[src/rtl/control_unit.sv]
// control_unit: multi-cycle FSM sequencer for the datapath, with a retired-instruction counter
module control_unit #(
  parameter logic [5:0] HALT_OPCODE = 6'h3F,
  parameter int         CNT_W       = 32
) (
  input  logic             clk,
  input  logic             rst_n,
  input  logic [5:0]       opcode,
  input  logic [5:0]       funct,
  input  logic             zero,
  output logic             pc_load,
  output logic             ir_load,
  output logic             mem_r,
  output logic             mem_w,
  output logic             rf_r,
  output logic             rf_w,
  output logic [1:0]       pc_sel,
  output logic [5:0]       alu_op,
  output logic             alu_src,
  output logic [1:0]       wb_sel,
  output logic [1:0]       rd_sel,
  output logic [2:0]       state,
  output logic             halted,
  output logic [CNT_W-1:0] retired
);
  typedef enum logic [2:0] {
    FETCH  = 3'd0,
    DECODE = 3'd1,
    EXE    = 3'd2,
    MEM    = 3'd3,
    WB     = 3'd4,
    HALT   = 3'd7
  } state_t;
  state_t st, nx;
  logic [5:0] r_op, i_op, alu_dec;
  logic is_r, is_lw, is_sw, is_beq, is_bne, is_jmp, is_jal, is_jr, is_lui;
  logic r_alu, i_alu, dec_src;
  assign is_r   = opcode == 6'h00;
  assign is_lw  = opcode == 6'h23;
  assign is_sw  = opcode == 6'h2B;
  assign is_beq = opcode == 6'h04;
  assign is_bne = opcode == 6'h05;
  assign is_jmp = opcode == 6'h02;
  assign is_jal = opcode == 6'h03;
  assign is_lui = opcode == 6'h0F;
  assign is_jr  = is_r && funct == 6'h08;
  assign r_alu  = is_r && r_op != 6'd0;
  assign alu_dec = is_r ? r_op : i_op;
  assign dec_src = i_alu | is_lw | is_sw;
  assign state  = st;
  assign halted = st == HALT;
  // R-type function field to ALU code; zero means not an ALU function
  always_comb begin
    case (funct)
      6'h20:   r_op = 6'd1;
      6'h22:   r_op = 6'd2;
      6'h2C:   r_op = 6'd3;
      6'h02:   r_op = 6'd4;
      6'h01:   r_op = 6'd5;
      6'h24:   r_op = 6'd6;
      6'h25:   r_op = 6'd7;
      6'h27:   r_op = 6'd8;
      6'h2A:   r_op = 6'd9;
      default: r_op = 6'd0;
    endcase
  end
  // I-type opcode to ALU code; memory ops add, branches subtract
  always_comb begin
    i_alu = 1'b1;
    case (opcode)
      6'h08:   i_op = 6'd1;
      6'h1D:   i_op = 6'd3;
      6'h0C:   i_op = 6'd6;
      6'h0D:   i_op = 6'd7;
      6'h0A:   i_op = 6'd9;
      default: i_op = 6'd0;
    endcase
    if (i_op == 6'd0) i_alu = 1'b0;
    if (is_lw || is_sw) i_op = 6'd1;
    if (is_beq || is_bne) i_op = 6'd2;
  end
  // state register; reset aborts any instruction and returns to FETCH
  always_ff @(posedge clk or negedge rst_n) begin
    if (!rst_n) st <= FETCH;
    else st <= nx;
  end
  // retirement counter advances as each instruction leaves WB
  always_ff @(posedge clk or negedge rst_n) begin
    if (!rst_n) retired <= '0;
    else if (st == WB) retired <= retired + CNT_W'(1);
  end
  // next state and per-state controls; everything is silenced while reset is held
  always_comb begin
    nx = st;
    pc_load = 1'b0;
    ir_load = 1'b0;
    mem_r = 1'b0;
    mem_w = 1'b0;
    rf_r = 1'b0;
    rf_w = 1'b0;
    pc_sel = 2'd0;
    alu_op = 6'd0;
    alu_src = 1'b0;
    wb_sel = 2'd0;
    rd_sel = 2'd0;
    if (rst_n) begin
      case (st)
        FETCH: begin
          mem_r = 1'b1;
          ir_load = 1'b1;
          nx = DECODE;
        end
        DECODE: begin
          rf_r = 1'b1;
          nx = opcode == HALT_OPCODE ? HALT : EXE;
        end
        EXE: begin
          alu_op = alu_dec;
          alu_src = dec_src;
          nx = MEM;
        end
        MEM: begin
          alu_op = alu_dec;
          alu_src = dec_src;
          mem_r = is_lw;
          mem_w = is_sw;
          nx = WB;
        end
        WB: begin
          pc_load = 1'b1;
          rf_w = r_alu | i_alu | is_lui | is_lw | is_jal;
          pc_sel = (is_beq && zero) || (is_bne && !zero) ? 2'd1 :
                   (is_jmp || is_jal) ? 2'd2 : is_jr ? 2'd3 : 2'd0;
          wb_sel = is_lw ? 2'd1 : is_lui ? 2'd2 : is_jal ? 2'd3 : 2'd0;
          rd_sel = is_jal ? 2'd2 : (i_alu || is_lui || is_lw) ? 2'd1 : 2'd0;
          nx = FETCH;
        end
        HALT: nx = HALT;
        default: nx = FETCH;
      endcase
    end
  end
endmodule

[config.mk]
export PLATFORM = sky130hd
export DESIGN_NAME = control_unit
export DESIGN_NICKNAME = d
export VERILOG_FILES = /design/src/rtl/control_unit.sv
export SDC_FILE = /design/constraint.sdc
export NUM_CORES = 1
export LEC_CHECK = 0
export ABC_AREA = 1
export BUFFER_PORTS_ARGS = -buffer_cell sky130_fd_sc_hd__buf_2
export CORE_ASPECT_RATIO = 1.1
export CORE_MARGIN = 5
export CORE_UTILIZATION = 50
export DETAILED_ROUTE_END_ITERATION = 16
export HOLD_SLACK_MARGIN = 0.02
export PLACE_DENSITY = 0.86
export SLEW_MARGIN = 20
export SYNTH_ARGS = -nofsm -noshare
export SYNTH_HDL_FRONTEND = slang
export SYNTH_SLANG_ARGS = --single-unit
[constraint.sdc]
create_clock -name clk -period 3.4 [get_ports clk]
set_clock_uncertainty 0.05 [all_clocks]
set_input_delay 0.51 -clock clk [delete_from_list [all_inputs] [get_ports clk]]
set_output_delay 0.51 -clock clk [all_outputs]
set_load 0.02 [all_outputs]
== Word level (Yosys, flattened, before mapping) ==
Index checks and enable logic that the tools add are counted.

* Flip-flop bits (word level): 35
* Latch bits: 0
* Memory bits (writable): 0
* Bits in read-only memories: 0
* Input port bits: 15
* Output and inout bits: 55
* Memories: 0

* Add/subtract/negate cells: 1
* Multiply operators: 0
* Divide/modulo/power cells: 0
* Order comparisons: 0
* Equal/unequal tests: 28
* Shifts and indexed selects: 0
* Muxes and demuxes: 38
* Bitwise operators: 6
* Reduce and logical (&&, ||, !) cells: 16

{| class="wikitable"
|+ Operators with widths
! cell !! number
|-
| == test 6 bit (second input constant) || 10
|-
| == test 6 x 4 -> 1 bit (second input constant) || 6
|-
| case mux 4 bit (9 select lines) || 1
|-
| adder 32 x 1 -> 32 bit (second input constant) || 1
|-
| two-way mux 6 bit || 5
|-
| two-way mux 2 bit || 13
|-
| case mux 4 bit (5 select lines) || 1
|-
| == test 6 x 2 -> 1 bit (second input constant) || 3
|-
| two-way mux 1 bit || 15
|-
| case mux 3 bit (5 select lines) || 1
|-
| == test 6 x 3 -> 1 bit (second input constant) || 2
|-
| logical NOT 6 bit || 2
|-
| == test 3 x 2 -> 1 bit (second input constant) || 2
|-
| == test 3 bit (second input constant) || 2
|-
| == test 6 x 1 -> 1 bit (second input constant) || 1
|-
| == test 6 x 5 -> 1 bit (second input constant) || 1
|-
| logical OR 1 bit || 6
|-
| OR 1 bit || 6
|-
| nonzero test 6 bit || 1
|-
| logical AND 1 bit || 4
|-
| == test 3 x 1 -> 1 bit (second input constant) || 1
|-
| logical NOT 3 bit || 1
|-
| two-way mux 3 bit || 1
|-
| case mux 1 bit (2 select lines) || 1
|-
| other kinds (2) || 2
|}

== Longest topological paths before layout ==
* Depth in word-level cells: 10
* Mapped depth: 9
* Depth with buffers taken out: 9

== Least setup slack after synthesis ==
Ideal clock, no wire load.

* Kind: register to output
* From: reg st[0], in the netlist state[0]
* To: out rf_w
* Data arrival time: 1.720 ns
* Required time: 2.840 ns
* Slack: 1.120 ns
* Stages on the path, launching flop included: 8
* Buffers on the path: 0
* Path through: dfrtp_1 inv_1 nand3_4 nor2_1 nand3_1 o21ai_2 inv_2 nand3_1

* Cells in the longest elaborated chain, start to end: 3

{| class="wikitable"
|+ Ends and longest elaborated chain
! item !! RTL line !! source
|-
| from (decl) || 34 || <nowiki>state_t st, nx;</nowiki>
|-
| from (signal assigned) || 85 || <nowiki>else st <= nx;</nowiki>
|-
| == test 3 bit || 107 || <nowiki>case (st)</nowiki>
|-
| two-way mux 1 bit || 107 ||
|-
| two-way mux 1 bit || 106 || <nowiki>if (rst_n) begin</nowiki>
|-
| to (decl) || 16 || <nowiki>output logic rf_w,</nowiki>
|}

No other way between the ends.

== Final worst setup path ==
Ends and elaborated chain as after synthesis.

==> flow_summary_export.csv <==
group,metric,value,unit
worst_hold_path,hold_class,"in -> async",
finish,syn2layout_area_growth,18.35,%
routing,drt_iter0_drc,110,
global_route,grt.overflow.total,0,
clock_network,clockRootBuffer,"clkbuf_8",
finish,nets,539,
worst_setup_path,crit_type,"reg -> out",
place,port_buffers,67,
clock_network,post-cts-setup-buffers,0,
timing,period_share,85.05,%
die,die-height,88.24,µm
clock_network,numCtsBuffers,5,
yosys,synth_area,2783,µm²
clock_network,holdBufCountCts,0,
pwr,vdd_drop_max,200.4,µV
timing,rsz0062_at_grt,"no",
place,placed_cell_area,3193,µm²
status,status,"completed",
timing,max_freq,345.8,MHz
yosys,async_reset_ff_share,100.0,%
pwr,leakage,1.782,nW
die,num_rows,28,
yosys,yosys.area.top_type,"dfrtp_1",
clock_network,cts_tree,"built",
clock_network,htreeDepth,2,
timing,min_period,2892,ps
global_route,grt_pass1_vias,2952,
global_route,grtUsageTotal,22.53,%
yosys,yosysUniqueCellTypes,31,
clock_network,cts_resized,0,
routing,num_vias,3016,
yosys,ys_top_cells_by_area,"dfrtp_1 31%, nand2_1 25%, nor2_1 11%",
yosys,synth-seq-area-share,31.47,%
timing,hold_violations,0,
worst_setup_path,worst_ep_arrival_time,2330,ps
place,place.gp.congestion,0.9341,
finish,final_cells,599,
pwr,power_density,372.4,nW/µm²
die,dieArea,7159,µm²
timing,timing.hold.ws,123.0,ps
worst_setup_path,critPathCaptureType,"output pin",
yosys,ys_seq_elements,35,
yosys,synth_top_area_share,31.47,%
die,ioPinCount,70,
routing,dr.pass1.iters,4,
global_route,grt_first_pass_wirelength,12770,µm
worst_setup_path,cp.required,2840,ps
routing,wire_per_inst,12.22,µm
finish,register_area,875.8,µm²
timing,drv_slew,0,
worst_setup_path,cp-start-kind,"flop",
finish,diodes,0,
die,initial_core_util,51.58,%
global_route,antenna_found_initial,0,
yosys,syn_area_per_cell,6.156,µm²
clock_network,numClockSinks,35,
yosys,synth_edf_count,0,
clock_network,insertion_delay,290,ps
worst_setup_path,critPathMaxFanout,23,
die,chipWidth,81.13,µm
yosys,synthFlopType,"dfrtp_1",
yosys,netlist_instances,452,
global_route,grt_max_degree,24,
finish,multi_input_comb_area,1715,µm²
routing,remaining_drc_errors,0,
timing,setup_viol,0,
clock_network,clock_path_buffers,2,
clock_network,path_clk_slew,70,ps
routing,wl,7320,µm
yosys,ys_warn_count,0,
finish,final_area,3293,µm²
finish,fill_cells,551,
place,placedCellCount,591,
finish,drive_above_1_share,18.89,%
routing,viasPerCell,5.035,
place,dp_hpwl,5952,µm
timing,setup-tns-final,0,ps
pwr,total_power,0.001226,W
die,core_area,5395,µm²
flow_run,maxCapViolCount,0,
routing,ant_nets,0,
[where the power goes]
group | internal, W | total [W] | switching (W)
registers | 0.000453 | 0.000517 | 0.0000637
clock network | 0.000185 | 0.000335 | 0.000150
logic | 0.000107 | 0.000375 | 0.000268
total | 0.000745 | 0.00123 | 0.000481
[Yosys cell counts (2+ instances only)]
master	n
nand3_2	2
a21oi_1	6
nor2_1	82
nand3b_1	13
nor2_2	5
nand2_2	4
dfrtp_1	35
nor3_1	6
o21ai_1	2
buf_4	2
nand2_1	188
o22ai_1	2
inv_2	2
o21ai_0	3
xnor2_1	5
xor2_1	11
buf_2	3
nand3_1	22
nor2_4	6
inv_1	42
[layout by cell type, fill, tap and decap left out]
| master | Yosys | final |
|---|---|---|
| nor2_1 | 82 | 82 |
| nand2_1 | 188 | 188 |
| o211ai_1 | 1 | 1 |
| nand3_2 | 2 | 2 |
| nand3_4 | 1 | 1 |
| conb_1 | 1 | 2 |
| nand3_1 | 22 | 22 |
| xor2_1 | 11 | 11 |
| nand2_2 | 4 | 4 |
| clkbuf_1 | 0 | 1 |
| nor3_2 | 1 | 1 |
| clkbuf_8 | 0 | 7 |
| o21bai_1 | 1 | 1 |
| inv_1 | 42 | 42 |
| a21oi_1 | 6 | 6 |
| nand4_4 | 1 | 1 |
| dfrtp_1 | 35 | 35 |
| o22ai_1 | 2 | 2 |
| nor3_1 | 6 | 6 |
| or2_2 | 1 | 1 |
| o21ai_2 | 1 | 1 |
| nor2_4 | 6 | 6 |
| buf_4 | 2 | 1 |
| o21ai_1 | 2 | 2 |
| xnor2_1 | 5 | 5 |
| nor2_2 | 5 | 5 |
| buf_2 | 3 | 67 |
| o21ai_0 | 3 | 3 |
| ha_1 | 1 | 1 |
| o31ai_1 | 1 | 1 |
| inv_2 | 2 | 2 |
| nand4_1 | 1 | 1 |
| nand3b_1 | 13 | 13 |
[worst paths after layout]
| check | start | depth (start not counted) | endpoint | slack, ps |
|---|---|---|---|---|
| worst min-delay path | rst_n | 1 | retired[10]$_DFFE_PN0N_ | 120 |
| worst max-delay path | state[0]$_DFFE_PN0P_ | 8 | rf_w | 510 |
| min in group clk | retired[11]$_DFFE_PN0N_ | 1 | retired[11]$_DFFE_PN0N_ | 460 |
| max in group asynchronous | rst_n | 2 | retired[19]$_DFFE_PN0N_ | 2560 |
| worst min register to register | retired[11]$_DFFE_PN0N_ | 1 | retired[11]$_DFFE_PN0N_ | 460 |
| worst max register to register | retired[0]$_DFFE_PN0N_ | 8 | retired[22]$_DFFE_PN0N_ | 1710 |
[through the flow]
| step | setup WS (ps) | utilization, % |
|---|---|---|
| floorplan | 1120 | - |
| global placement | 903.2 | 59.18 |
| detailed placement | 820.7 | 59.18 |
| CTS | 495.4 | 61.04 |
| global route | 238.1 | 61.04 |
| finish | 508.5 | 61.04 |
[cells by family (layout without fill, tap and decap cells)]
| group | count (synthesis) | count (layout) | synth area share, % |
|---|---|---|---|
| buf+inv | 49 | 120 | 7.014 |
| compound gates | 17 | 17 | 3.552 |
| simple gates | 333 | 333 | 52.34 |
| other cells | 1 | 2 | 0.1348 |
| fa+ha+maj | 1 | 1 | 0.4496 |
| flops | 35 | 35 | 31.47 |
| xor+xnor | 16 | 16 | 5.036 |
[registers in the layout, indices dropped and copies added, names as in the netlist]
register and flops:
retired 32, state 3
[metal layers]
metal | share of wire, % | vias up | global-route usage, %
met1 | 41 | 1387 | 24.89
li1 | - | 1530 | -
met5 | 0 | - | 0
met2 | 51 | 80 | 42.12
met4 | 3.1 | 0 | 10.45
met3 | 4.7 | 19 | 3.259
[layout make-up]
class,count,area share [%]
inverter,44,5.015
multi-input combinational,369,52.09
clock buffer,8,3.040
sequential,35,26.60
tap,75,2.850
timing repair buffer,68,10.41
[worst max-delay path, stage by stage, from the launching register on]
cell     delay (ps)
dfrtp_1         420
inv_1           130
nand3_4         270
inv_1           460
nand2_1         250
o21ai_2         230
inv_2            40
nand3_1          70
buf_2           160
Power figures use the tool's default switching activity.
